$ cat config.mk
export PLATFORM = sky130hd
export DESIGN_NAME = rename_alloc_ctrl
export DESIGN_NICKNAME = d
export VERILOG_FILES = /design/src/rtl/rename_alloc_ctrl.sv
export SDC_FILE = /design/constraint.sdc
export NUM_CORES = 1
export LEC_CHECK = 0
export ABC_AREA = 0
export BUFFER_PORTS_ARGS = -buffer_cell sky130_fd_sc_hd__buf_2
export CORE_ASPECT_RATIO = 0.8
export CORE_MARGIN = 8
export CORE_UTILIZATION = 56
export DETAILED_ROUTE_END_ITERATION = 8
export PLACE_DENSITY = 0.8
export SYNTH_ARGS = -nofsm -noshare
export SYNTH_HDL_FRONTEND = slang
export SYNTH_SLANG_ARGS = --single-unit
$ cat constraint.sdc
create_clock -name clk_i -period 3.35 [get_ports clk_i]
set_clock_uncertainty 0.05 [all_clocks]
set_input_delay 0.1675 -clock clk_i [delete_from_list [all_inputs] [get_ports clk_i]]
set_output_delay 0.1675 -clock clk_i [all_outputs]
set_load 0.05 [all_outputs]
$ cat src/rtl/rename_alloc_ctrl.sv
// ROB / store-buffer allocation controller for rename.
// Owns head/tail/count state and sequences mispredict recovery.
module rename_alloc_ctrl #(
   parameter int ROB_ENTRY    = 16,
   parameter int SB_ENTRY     = 8,
   parameter int FLUSH_CYCLES = 2
) (
   input  logic                          clk_i,
   input  logic                          reset_n_i,
   input  logic                          rename_rob_v_i,
   input  logic                          rename_sb_v_i,
   input  logic                          commit_v_i,
   input  logic                          commit_is_store_i,
   input  logic                          mispredict_i,
   input  logic                          sb_retire_v_i,
   output logic                          rob_ready_o,
   output logic [$clog2(ROB_ENTRY)-1:0]  rob_num_o,
   output logic [$clog2(SB_ENTRY)-1:0]   sb_num_o,
   output logic [$clog2(ROB_ENTRY):0]    rob_count_o,
   output logic [$clog2(SB_ENTRY):0]     sb_count_o,
   output logic                          flush_o
);

   localparam int RW = $clog2(ROB_ENTRY);
   localparam int SW = $clog2(SB_ENTRY);
   localparam int FW = $clog2(FLUSH_CYCLES + 1);
   localparam logic [RW:0]   ROB_FULL = (RW + 1)'(ROB_ENTRY);
   localparam logic [SW:0]   SB_FULL  = (SW + 1)'(SB_ENTRY);
   localparam logic [FW-1:0] F_LOAD   = FW'(FLUSH_CYCLES);
   localparam logic [FW-1:0] F_ONE    = FW'(1);

   typedef enum logic {RUN, FLUSH} state_e;

   state_e        state_q, state_d;
   logic [FW-1:0] fcnt_q, fcnt_d;
   logic [RW-1:0] rob_head_q, rob_head_d;
   logic [RW-1:0] rob_tail_q, rob_tail_d;
   logic [RW:0]   rob_count_q, rob_count_d;
   logic [SW-1:0] sb_head_q, sb_head_d;
   logic [SW-1:0] sb_tail_q, sb_tail_d;
   logic [SW:0]   sb_count_q, sb_count_d;
   logic [SW:0]   sb_cmt_q, sb_cmt_d;

   logic rollback, commit, drain, rob_alloc, sb_alloc;

   assign rob_ready_o = (state_q == RUN) & (rob_count_q != ROB_FULL)
                        & (sb_count_q != SB_FULL);

   assign rollback  = commit_v_i & mispredict_i;
   assign commit    = commit_v_i & ~mispredict_i & (rob_count_q != '0);
   assign drain     = sb_retire_v_i & (sb_cmt_q != '0);
   assign rob_alloc = rob_ready_o & rename_rob_v_i & ~rollback;
   assign sb_alloc  = rob_alloc & rename_sb_v_i;

   always_comb begin
      rob_head_d  = rob_head_q + RW'(commit | rollback);
      rob_tail_d  = rob_tail_q + RW'(rob_alloc);
      rob_count_d = rob_count_q + (RW + 1)'(rob_alloc) - (RW + 1)'(commit);
      sb_head_d   = sb_head_q + SW'(drain);
      sb_cmt_d    = sb_cmt_q + (SW + 1)'(commit & commit_is_store_i)
                    - (SW + 1)'(drain);
      sb_tail_d   = sb_tail_q + SW'(sb_alloc);
      sb_count_d  = sb_count_q + (SW + 1)'(sb_alloc) - (SW + 1)'(drain);
      // Recovery keeps only committed stores; everything younger is dropped.
      if (rollback) begin
         rob_tail_d  = rob_head_d;
         rob_count_d = '0;
         sb_tail_d   = sb_head_d + sb_cmt_d[SW-1:0];
         sb_count_d  = sb_cmt_d;
      end
   end

   always_comb begin
      state_d = state_q;
      fcnt_d  = fcnt_q;
      unique case (state_q)
         RUN: begin
            if (rollback) begin
               state_d = FLUSH;
               fcnt_d  = F_LOAD;
            end
         end
         FLUSH: begin
            if (rollback) begin
               fcnt_d = F_LOAD;
            end else begin
               fcnt_d = fcnt_q - F_ONE;
               if (fcnt_q == F_ONE) state_d = RUN;
            end
         end
         default: state_d = RUN;
      endcase
   end

   always_ff @(posedge clk_i or negedge reset_n_i) begin
      if (!reset_n_i) begin
         state_q     <= RUN;
         fcnt_q      <= '0;
         rob_head_q  <= '0;
         rob_tail_q  <= '0;
         rob_count_q <= '0;
         sb_head_q   <= '0;
         sb_tail_q   <= '0;
         sb_count_q  <= '0;
         sb_cmt_q    <= '0;
      end else begin
         state_q     <= state_d;
         fcnt_q      <= fcnt_d;
         rob_head_q  <= rob_head_d;
         rob_tail_q  <= rob_tail_d;
         rob_count_q <= rob_count_d;
         sb_head_q   <= sb_head_d;
         sb_tail_q   <= sb_tail_d;
         sb_count_q  <= sb_count_d;
         sb_cmt_q    <= sb_cmt_d;
      end
   end

   assign rob_num_o   = rob_tail_q;
   assign sb_num_o    = sb_tail_q;
   assign rob_count_o = rob_count_q;
   assign sb_count_o  = sb_count_q;
   assign flush_o     = (state_q == FLUSH);

endmodule
# --- After elaboration in Yosys (flattened, before gate mapping) ---
# Cells that the tools add are included.
op_classes:
  add_sub_neg: 12
  n_mul: 0
  div_mod_pow: 0
  n_lt_le_gt_ge: 0
  eq_ne: 4
  shift: 0
  muxes: 11
  n_bitwise: 14
  reduce_logical: 2
ops:
  columns: ["cell", "count"]
  rows:
  - ["adder 4 x 1 -> 4 bit", 4]
  - ["AND 1 bit", 10]
  - ["2-to-1 mux 4 bit", 2]
  - ["subtractor 4 x 1 -> 4 bit", 2]
  - ["adder 3 x 1 -> 3 bit", 2]
  - ["adder 5 x 1 -> 5 bit", 1]
  - ["2-to-1 mux 5 bit", 1]
  - ["inequality test 5 bit, second input constant", 1]
  - ["nonzero test 5 bit", 1]
  - ["subtractor 5 x 1 -> 5 bit", 1]
  - ["2-to-1 mux 2 bit", 2]
  - ["inequality test 4 bit, second input constant", 1]
  - ["one-hot mux 2 bit (2 select lines)", 1]
  - ["nonzero test 4 bit", 1]
  - ["adder 3 bit", 1]
  - ["2-to-1 mux 1 bit", 3]
  - ["2-to-1 mux 3 bit", 1]
  - ["NOT 1 bit", 3]
  - ["== test 2 x 1 -> 1 bit, second input constant", 1]
  - ["inequality test 2 bit, second input constant", 1]
  - ["one-hot mux 1 bit (2 select lines)", 1]
  - ["subtractor 2 x 1 -> 2 bit, second input constant", 1]
  - ["bitwise OR 1 bit", 1]
totals:
  reg_bits: 30
  latch_bits: 0
  ramBits: 0
  romBits: 0
  input_bits: 8
  out_inout_bits: 18
  elab_cells: 52
  mem_count: 0

# --- Logic depth before layout (Yosys ltp) ---
depth:
  word_depth: 9
  mapped_depth: 15
  depth_no_buf: 15

# --- Worst setup path after synthesis ---
# No wires, ideal clock.
synth_timing:
  path_type: "register -> register"
  from: "register rob_count_q[2] (netlist: rob_count_o[2])"
  to: "register rob_count_q[4] (netlist: rob_count_o[4])"
  setup_time_ns: 0.128
  arrival_ns: 3.598
  t_required_ns: 3.172
  setup_slack_ns: -0.426
  stages_incl_launch_ff: 16
  synth_period_minus_slack_ns: 3.776
  cell_sequence: "dfrtp_1 -> inv_1 -> ha_1 -> nor3b_2 -> a221oi_2 -> and3_4 -> inv_1 -> ha_1 -> inv_1 -> ha_1 -> inv_1 -> fa_1 -> nor2b_1 -> o21bai_1 -> a21oi_1 -> nor3b_1"
synth_between:
  elab_chain_cells: 8
  elab_cells_between_ends: 10
  cone_classes: "2 x add/sub; 1 x eq/ne; 1 x mux; 5 x bitwise; 1 x reduce/logical"
synth_rtl:
  columns: ["item", "line_no", "text"]
  rows:
  - ["from (decl)", "38", "logic [RW:0] rob_count_q, rob_count_d;"]
  - ["from (signal assigned)", "111", "rob_count_q <= rob_count_d;"]
  - ["inequality test 5 bit", "46", "assign rob_ready_o = (state_q == RUN) & (rob_count_q != ROB_FULL)"]
  - ["AND 1 bit", "46", null]
  - ["AND 1 bit", "47", "& (sb_count_q != SB_FULL);"]
  - ["named net rob_ready_o", "16", "output logic rob_ready_o,"]
  - ["AND 1 bit (2 in series)", "52", "assign rob_alloc = rob_ready_o & rename_rob_v_i & ~rollback;"]
  - ["adder 5 x 1 -> 5 bit", "58", "rob_count_d = rob_count_q + (RW + 1)'(rob_alloc) - (RW + 1)'(commit);"]
  - ["subtractor 5 x 1 -> 5 bit", "58", null]
  - ["2-to-1 mux 5 bit", "65", "if (rollback) begin"]
  - ["named net rob_count_d[4]", "38", null]
# The timed path passes the listed nets, and every way through them passes these cells.
# A chain may end at the register's enable or synchronous reset.

# --- Worst setup path in the final report ---
layout_timing:
  from: "register rob_count_q[3] (netlist: rob_count_o[3])"
  to: "register sb_tail_q[2] (netlist: sb_num_o[2])"
layout_between:
  elab_cells_between_ends: 14
  cone_classes: "4 x add/sub; 1 x eq/ne; 1 x mux; 7 x bitwise; 1 x reduce/logical"
layout_rtl:
  columns: ["item", "line_no", "text"]
  rows:
  - ["nonzero test 5 bit", "50", "assign commit = commit_v_i & ~mispredict_i & (rob_count_q != '0);"]
  - ["AND 1 bit", "50", null]
  - ["AND 1 bit", "60", "sb_cmt_d = sb_cmt_q + (SW + 1)'(commit & commit_is_store_i)"]
  - ["adder 4 x 1 -> 4 bit", "60", null]
  - ["subtractor 4 x 1 -> 4 bit", "61", "- (SW + 1)'(drain);"]
  - ["named net sb_cmt_d[1]", "42", "logic [SW:0] sb_cmt_q, sb_cmt_d;"]
  - ["adder 3 bit", "68", "sb_tail_d = sb_head_d + sb_cmt_d[SW-1:0];"]
  - ["2-to-1 mux 3 bit", "65", null]
  - ["named net sb_tail_d[2]", "40", "logic [SW-1:0] sb_tail_q, sb_tail_d;"]
  - ["to (signal assigned)", "113", "sb_tail_q <= sb_tail_d;"]
  - ["to (decl)", "40", null]
# The timed path passes the listed nets, and every way through them passes these cells.

==> flow_summary.toml <==
[outcome]
status = "finished, final reports clean"

[layout]
fillers = 243
drive_gt1_share_pct = 21.6
syn2layout_area_growth_pct = 16.9
nets = 232
final_core_util_pct = 67.0
postLayoutCellArea_um2 = 2010
antenna_cells = 0

[place]
numPortBuffers = 25
gp_congestion = 0.919
hpwl_um = 2730
placed_area_um2 = 1910
pre_cts_ws_ps = 85.0

[sta]
hold_viol_final = 0
setup_violations = 0
slew_headroom_pct = 55.0
fin_crit_sh_pct = 95.2
worstMarginPinSlew_ps = 676
setup_slack_ps = 160
max_freq_mhz = 313
finalMaxSlewViolations = 0
rsz0062_at_grt = "false"
final.min_clock_period_ps = 3190

[global_route]
antenna_found_initial = 0
grt_overflow = 0
grt_pass1_wl_um = 5820
grtUsageTotal_pct = 14.7
grt_max_degree = 31
first_global_vias = 1388

[logic_synthesis]
synth_seq_cells = 30
ys_seq_area_share_pct = 43.7
syn_inst = 162
synth_top_cell_by_area = "dfrtp_1"
yosysUniqueCellTypes = 26
yosys-top-cells-area = "dfrtp_1 44%, ha_1 19%, inv_1 4.8%"
syn_nets = 200
synthesis.area_um2 = 1720
synth_warnings = 0
synth_area_per_cell_um2 = 10.6
yosysTopAreaCellShare_pct = 43.7

[clocking]
cts_tree = "done"
cts_sinks = 30
cts.path.max_buffers = 2
htreeDepth = 2
path_clk_slew_ps = 60
insertion_delay_ps = 290
numCtsBuffers = 5
postCtsSetupBuffers = 0
clock-root-buffer = "clkbuf_8"

[setup_path]
endpoint_kind = "register"
critical_path_arrival_ps = 3310
required_ps = 3470
critPathKind = "reg2reg"
cp-start-kind = "register"
critPathMaxFanout = 3
path_cells = "inv_1 -> ha_1 -> nor3b_2 -> nor2b_1 -> nor3b_2 -> nand2_1 -> ha_1 -> inv_1 -> ha_2 -> fa_2 -> fa_2 -> xnor2_1 -> xnor2_1 -> o21ai_1"
slowest_delay_ps = 510
crit_slowest_cell = "fa_2"

[job]
maxCapViolCount = 0

[drt]
drc = 0
drtIter0Drc = 59
vias = 1205
antenna_left = 0
drt_wl_total_um = 3430
first_pass_iters = 4
wl_per_cell_um = 14.6
via_per_inst = 5.15

[die]
row_count = 18
die-width_um = 77.9
core-area_um2 = 3000
die_area_um2 = 5100
fp.dieH_um = 65.5
ios = 26
initial_core_util_pct = 57.3

[hold_path]
hp-class = "in2reg"
-- per-layer routing --
| metal | up-vias | GRT usage [%] | wire length (µm) |
|---|---|---|---|
| met2 | 28 | 26.6 | 1820 |
| li1 | 583 | - | - |
| met3 | 8 | 5.45 | 191 |
| met4 | 0 | 8.76 | 74 |
| met5 | - | 0 | 0 |
| met1 | 586 | 14.1 | 1340 |
-- cells in the final DEF, fill, tap and decap left out, drive strengths merged --
| cell type | Yosys | layout |
|---|---|---|
| a21o | 3 | 3 |
| xnor2 | 9 | 9 |
| ha | 26 | 26 |
| a221oi | 1 | 1 |
| xor2 | 6 | 6 |
| buf | 1 | 27 |
| nor2 | 7 | 7 |
| o21ai | 4 | 4 |
| nand2 | 22 | 22 |
| inv | 22 | 22 |
| mux2 | 1 | 1 |
| nand3 | 3 | 3 |
| clkbuf | 2 | 7 |
| a21oi | 6 | 6 |
| dlygate4sd3 | 0 | 1 |
| nor3 | 1 | 1 |
| nor3b | 3 | 3 |
| o21bai | 1 | 1 |
| dfrtp | 30 | 30 |
| and2 | 3 | 3 |
| nor2b | 3 | 3 |
| fa | 4 | 4 |
| o211ai | 1 | 1 |
| a21boi | 2 | 2 |
| and3 | 1 | 1 |
-- path summary, 6_finish.rpt --
check                           slack, ps  depth (start not counted)                      from                        to
worst max-delay path                  160                         14  rob_count_o[3]$_DFF_PN0_     sb_num_o[2]$_DFF_PN0_
worst min-delay path                  290                          4                commit_v_i         flush_o$_DFF_PN0_
worst max register to register        160                         14  rob_count_o[3]$_DFF_PN0_     sb_num_o[2]$_DFF_PN0_
worst min register to register        430                          1   rob_head_q[3]$_DFF_PN0_   rob_head_q[3]$_DFF_PN0_
max in group asynchronous            2360                          2                 reset_n_i  rob_count_o[2]$_DFF_PN0_
min in group asynchronous             400                          2                 reset_n_i   sb_count_o[3]$_DFF_PN0_
-- registers in the layout, indices dropped and copies added, names as in the netlist --
name / cells
rob_count_o: 5
rob_head_q: 4
rob_num_o: 4
sb_cmt_q: 4
sb_count_o: 4
sb_head_q: 3
sb_num_o: 3
fcnt_q: 2
flush_o: 1
-- stage by stage --
stage | std cells | hold slack, ps | setup TNS (ps)
floorplan | 162 | -178 | -33.4
global placement | 226 | 182 | 0
detailed placement | 226 | 197 | 0
CTS | 234 | 281 | 0
global route | 234 | 339 | 0
finish | 234 | 288 | 0
-- timing repair --
action	4_1_cts	5_1_grt
setup endpoints to repair	0	1
hold buffers	1	0
gates resized for setup	0	3
hold endpoints to repair	30	0
-- cell usage after synthesis, drive strengths merged --
cell and instances:
nor3b 3, buf 1, ha 26, nand3 3, nor3 1, o21bai 1
xor2 6, nand2 22, and3 1, dfrtp 30, clkbuf 2, o21ai 4
fa 4, a221oi 1, a21o 3, nor2 7, and2 3, inv 22
nor2b 3, o211ai 1, xnor2 9, a21boi 2, mux2 1, a21oi 6
-- logic make-up after synthesis --
| family | count (synthesis) | synth area share (%) |
|---|---|---|
| mux | 1 | 0.656 |
| fa+ha+maj | 30 | 23.6 |
| compound gates | 18 | 6.85 |
| simple gates | 43 | 12.0 |
| xor+xnor | 15 | 7.65 |
| flops | 30 | 43.7 |
| buf+inv | 25 | 5.54 |
-- critical path, delay by kind of cell (launching register included) --
family	cells	cell delay [ps]
AO/OA/AOI/OAI	1	70
XOR/XNOR	2	310
adder cells (fa/ha/maj)	5	1520
buffers and inverters	2	120
flip-flops	1	370
AND/OR/NAND/NOR	4	640
-- area by class of cell --
| class | instances | area (µm²) | share of cell area [%] |
|---|---|---|---|
| multi-input combinational | 107 | 895 | 44.6 |
| sequential | 30 | 753 | 37.5 |
| timing repair buffer | 28 | 150 | 7.48 |
| inverter | 22 | 82.6 | 4.11 |
| clock buffer | 7 | 76.3 | 3.80 |
| tap | 40 | 50.0 | 2.49 |
Power is not shown: default switching activity piles up to over one toggle a cycle in this logic, so the estimate is an artifact.
